File: src/rtl/mem_port_arbiter.sv
// mem_port_arbiter: shares one single-ported memory between the fetch stage
// and the data (load/store) stage. Data beats fetch by fixed priority; with
// the ARB_FAIRNESS_EN macro defined, a streak counter lets fetch win after
// MAX_STREAK consecutive data grants taken while fetch was waiting.
//
// state | meaning
// IDLE  | no access in flight, arbitration happens here
// FETCH | fetch read on the memory port, waiting for mem_ready
// DATA  | data read or write on the memory port, waiting for mem_ready
// RESP  | one-cycle acknowledge to the winner, then back to IDLE
module mem_port_arbiter #(
    parameter int ADDR_W     = 32,
    parameter int DATA_W     = 32,
    parameter int MAX_STREAK = 4
) (
    input  logic              clk,
    input  logic              rst,
    input  logic              if_req,
    input  logic [ADDR_W-1:0] if_addr,
    output logic [DATA_W-1:0] if_rdata,
    output logic              if_ack,
    input  logic              d_req,
    input  logic              d_we,
    input  logic [ADDR_W-1:0] d_addr,
    input  logic [DATA_W-1:0] d_wdata,
    output logic [DATA_W-1:0] d_rdata,
    output logic              d_ack,
    output logic [ADDR_W-1:0] mem_addr,
    output logic [DATA_W-1:0] mem_wdata,
    output logic              mem_rd,
    output logic              mem_wr,
    input  logic [DATA_W-1:0] mem_rdata,
    input  logic              mem_ready,
    output logic              busy
);

    typedef enum logic [1:0] {
        IDLE  = 2'd0,
        FETCH = 2'd1,
        DATA  = 2'd2,
        RESP  = 2'd3
    } state_t;

    state_t state;
    logic   grant_d;

    if (MAX_STREAK < 1 || MAX_STREAK > 15) begin : g_bad_max_streak
        $error("mem_port_arbiter: MAX_STREAK must be in 1..15");
    end

`ifdef ARB_FAIRNESS_EN
    localparam logic [3:0] STREAK_MAX = 4'(MAX_STREAK);

    logic [3:0] streak;
    logic       fetch_due;

    // Fetch has waited through MAX_STREAK data grants and gets this slot.
    assign fetch_due = if_req && (streak == STREAK_MAX);
    assign grant_d   = d_req && !fetch_due;

    // Count data grants taken while fetch was also asking; any other decision clears.
    always_ff @(posedge clk or posedge rst) begin
        if (rst) begin
            streak <= 4'd0;
        end else if (state == IDLE && (d_req || if_req)) begin
            if (grant_d && if_req) begin
                streak <= (streak == STREAK_MAX) ? streak : streak + 4'd1;
            end else begin
                streak <= 4'd0;
            end
        end
    end
`else
    assign grant_d = d_req;
`endif

    assign busy = (state != IDLE);

    // Arbitration, memory strobe sequencing, response capture and acks.
    always_ff @(posedge clk or posedge rst) begin
        if (rst) begin
            state     <= IDLE;
            mem_addr  <= '0;
            mem_wdata <= '0;
            mem_rd    <= 1'b0;
            mem_wr    <= 1'b0;
            if_ack    <= 1'b0;
            d_ack     <= 1'b0;
            if_rdata  <= '0;
            d_rdata   <= '0;
        end else begin
            case (state)
                IDLE: begin
                    if (grant_d) begin
                        mem_addr  <= d_addr;
                        mem_wdata <= d_wdata;
                        mem_rd    <= ~d_we;
                        mem_wr    <= d_we;
                        state     <= DATA;
                    end else if (if_req) begin
                        mem_addr  <= if_addr;
                        mem_rd    <= 1'b1;
                        mem_wr    <= 1'b0;
                        state     <= FETCH;
                    end
                end
                FETCH: begin
                    if (mem_ready) begin
                        mem_rd   <= 1'b0;
                        if_rdata <= mem_rdata;
                        if_ack   <= 1'b1;
                        state    <= RESP;
                    end
                end
                DATA: begin
                    if (mem_ready) begin
                        // Writes leave the last read word in place.
                        if (mem_rd) begin
                            d_rdata <= mem_rdata;
                        end
                        mem_rd <= 1'b0;
                        mem_wr <= 1'b0;
                        d_ack  <= 1'b1;
                        state  <= RESP;
                    end
                end
                RESP: begin
                    if_ack <= 1'b0;
                    d_ack  <= 1'b0;
                    state  <= IDLE;
                end
                default: begin
                    state <= IDLE;
                end
            endcase
        end
    end

endmodule
File: config.mk
export PLATFORM = sky130hd
export DESIGN_NAME = mem_port_arbiter
export DESIGN_NICKNAME = d
export VERILOG_FILES = /design/src/rtl/mem_port_arbiter.sv
export SDC_FILE = /design/constraint.sdc
export NUM_CORES = 1
export LEC_CHECK = 0
export CELL_PAD_IN_SITES_DETAIL_PLACEMENT = 1
export CELL_PAD_IN_SITES_GLOBAL_PLACEMENT = 2
export CORE_ASPECT_RATIO = 1.75
export CORE_UTILIZATION = 23
export CTS_BUF_LIST = sky130_fd_sc_hd__clkbuf_16
export DETAILED_ROUTE_END_ITERATION = 8
export GPL_TIMING_DRIVEN = 0
export MAX_ROUTING_LAYER = met4
export PLACE_DENSITY = 0.81
export SLEW_MARGIN = 10
export SYNTH_ARGS = -nofsm -noshare
export SYNTH_HDL_FRONTEND = slang
export SYNTH_SLANG_ARGS = --single-unit
File: constraint.sdc
create_clock -name clk -period 3.8 [get_ports clk]
set_input_delay 0.57 -clock clk [delete_from_list [all_inputs] [get_ports clk]]
set_output_delay 0.57 -clock clk [all_outputs]
set_load 0.05 [all_outputs]
==> flow_summary.toml <==
[cts]
cts_resized = 0
cts_buffer_depth = 2
cts_setup_buffers = 0
cts_tree = "done"
ctsRootBufferMaster = "clkbuf_16"
numCtsBuffers = 17
h-tree-depth = 4
clk_latency_ns = 0.41
cts_hold_buf = 0
cts.clk_slew.worst_paths_ns = 0.06
clock-sinks = 134

[layout]
nets = 812
layout-drive-gt1-share_pct = 22.6
area_growth_pct = 67.7
postLayoutCellArea_mm2 = 0.00912

[route]
drc_errors = 0
vias = 4189
vias_per_cell = 4.23
wl_um = 16800
drtIter0Drc = 98
wl_met1_um = 5970
ant_nets = 0
dr_wl_met3_um = 951
dr.pass1.iters = 3
routed.top_layer = "met4"
wl_met2_um = 9420
wl_per_cell_um = 17.0

[die]
core_region_area_mm2 = 0.0232
die_area_mm2 = 0.0243
initial_core_util_pct = 23.4
die_height_um = 205
ios = 267
chipWidth_um = 118
rows = 74

[setup_path]
worstSetupPathType = "reg -> out"
crit_required_ns = 3.23
cp_max_fo = 5
critPathLaunchType = "flip-flop"
endpoint_kind = "output pin"
arrival_ns = 2.10

[run_status]
status = "completed"

[pwr]
p_total_uw = 9670
power_density_mw_per_mm2 = 1060
leakage_uw = 0.00387
ir_drop_mv = 0.278

[timing]
period_share_pct = 70.4
setup_slack_ns = 1.13
drv_slew = 0
worstMarginPinSlew_ns = 0.578
timing.fmax_mhz = 374
setup_violations = 0
period_needed_ns = 2.67
fin_hold_ws_ns = 0.431
finalHoldViolCount = 0
grt_setup_unrepaired = "no"
setup_tns_ns = 0
fin_skew_ns = 0.00822
max-slew-margin-rel_pct = 61.4

[grt]
grt_pass1_wl_um = 26600
grt_pass1_vias = 4883
grt_max_degree = 39
grt_util_all_layers_pct = 14.7
grt.overflow.total = 0
antenna_found_initial = 1

[synthesis]
yosysTopAreaCell = "dfrtp_1"
syn_inst = 384
synth_ff_type = "dfrtp_1"
netlist.area_leader.share_pct = 61.7
syn_area_per_cell_um2 = 14.2
syn-num-nets = 524
ys_ff_latch = 134
synth_edf_count = 0
synth_area_leaders = "dfrtp_1 62%, mux2_2 20%, mux2i_1 6.1%"
synth_area_mm2 = 0.00544
ys_seq_area_share_pct = 61.7
ys_warn_count = 0
yosysUniqueCellTypes = 22
async_flop_share_pct = 100

[placement]
pre_cts_slack_ns = 1.53
gp_congestion = 0.761
place_hpwl_um = 13400
dpl_cell_area_mm2 = 0.00856
io_buffer_count = 265

[flow_run]
drv_cap = 0

[min_path]
hold_path_class = "in -> reg"
-- cell usage after synthesis (2+ instances only) --
master and instances:
dfrtp_1 134, inv_1 6, buf_6 4, o21ai_0 34, clkbuf_1 2, nand2_1 37, buf_2 13, a21oi_1 5
o22ai_1 2, mux2_2 98, ha_1 6, mux2i_1 33
-- final timing paths --
kind / startpoint / end / slack, ns / cells past startpoint
worst min-delay path: mem_ready / if_ack / 0.43 / 2
max in group asynchronous: rst / if_rdata[17] / 2.62 / 4
worst max register to register: state[1] / mem_wdata[8] / 2.00 / 5
worst min register to register: mem_addr[5] / mem_addr[5] / 0.48 / 2
min in group asynchronous: rst / mem_addr[22] / 0.44 / 2
worst max-delay path: state[1] / busy / 1.13 / 4
-- worst max-delay path: stages, from the launching register on --
cell and delay (ns):
dfrtp_1 0.43, inv_1 0.11, ha_1 0.27, inv_1 0.07, clkdlybuf4s50_1 0.82
-- sequential cells by signal (all words and copies together) (netlist names) --
signal,flops
d_rdata,32
if_rdata,32
mem_addr,32
mem_wdata,32
state,2
d_ack,1
if_ack,1
mem_rd,1
mem_wr,1
-- area by class of cell --
class,instances,area (µm²)
plain buffers,20,125
clock buffers,17,425
multi-input cells,224,1940
repair buffers,269,2740
diodes,1,2.50
well taps,304,380
fillers,2450,14100
clock inverters,15,131
inverters,6,26.3
flip-flops and latches,134,3350
-- metrics by stage --
step	cells	utilization [%]
2_1_floorplan	384	-
3_3_place_gp	953	36.5
3_5_place_dp	957	36.8
4_1_cts	989	39.2
5_1_grt	990	39.2
6_report	990	39.2
-- cells in the final DEF (no fill, tap or decap), drive strengths merged --
cell type and count:
mux2i 33, clkinvlp 5, clkbuf 19, dfrtp 134
clkinv 3, o22ai 2, ha 6, nand4b 1
clkdlybuf4s50 265, nand2 38, nand2b 1, a21oi 5
bufinv 1, o21ai 35, nor2b 1, inv 12
mux2 99, nand3 1, buf 22, nor2 1
diode 1, a211oi 1
-- power breakdown --
group / leakage (µW) / switching [µW] / total, µW / internal, µW
sequential: 0.00161 / 394 / 2550 / 2160
clock: 0.000269 / 663 / 1570 / 905
combinational: 0.00199 / 3550 / 5550 / 2000
-- cell families after synthesis --
kind of cell               share of synthesized area, %
DFF                                                61.7
and+or+nand+nor                                    3.45
AOI/OAI and AO/OA                                  4.21
muxes                                              26.6
buffers and inverters                              2.72
adders and majority gates                          1.38
-- per-layer routing --
metal	global-route usage, %	vias up
li1	-	1919
met1	14.2	2068
met2	27.5	177
met3	3.66	25
met4	6.41	0
met5	-	-
Note: power is estimated with default switching activity, not from simulation.
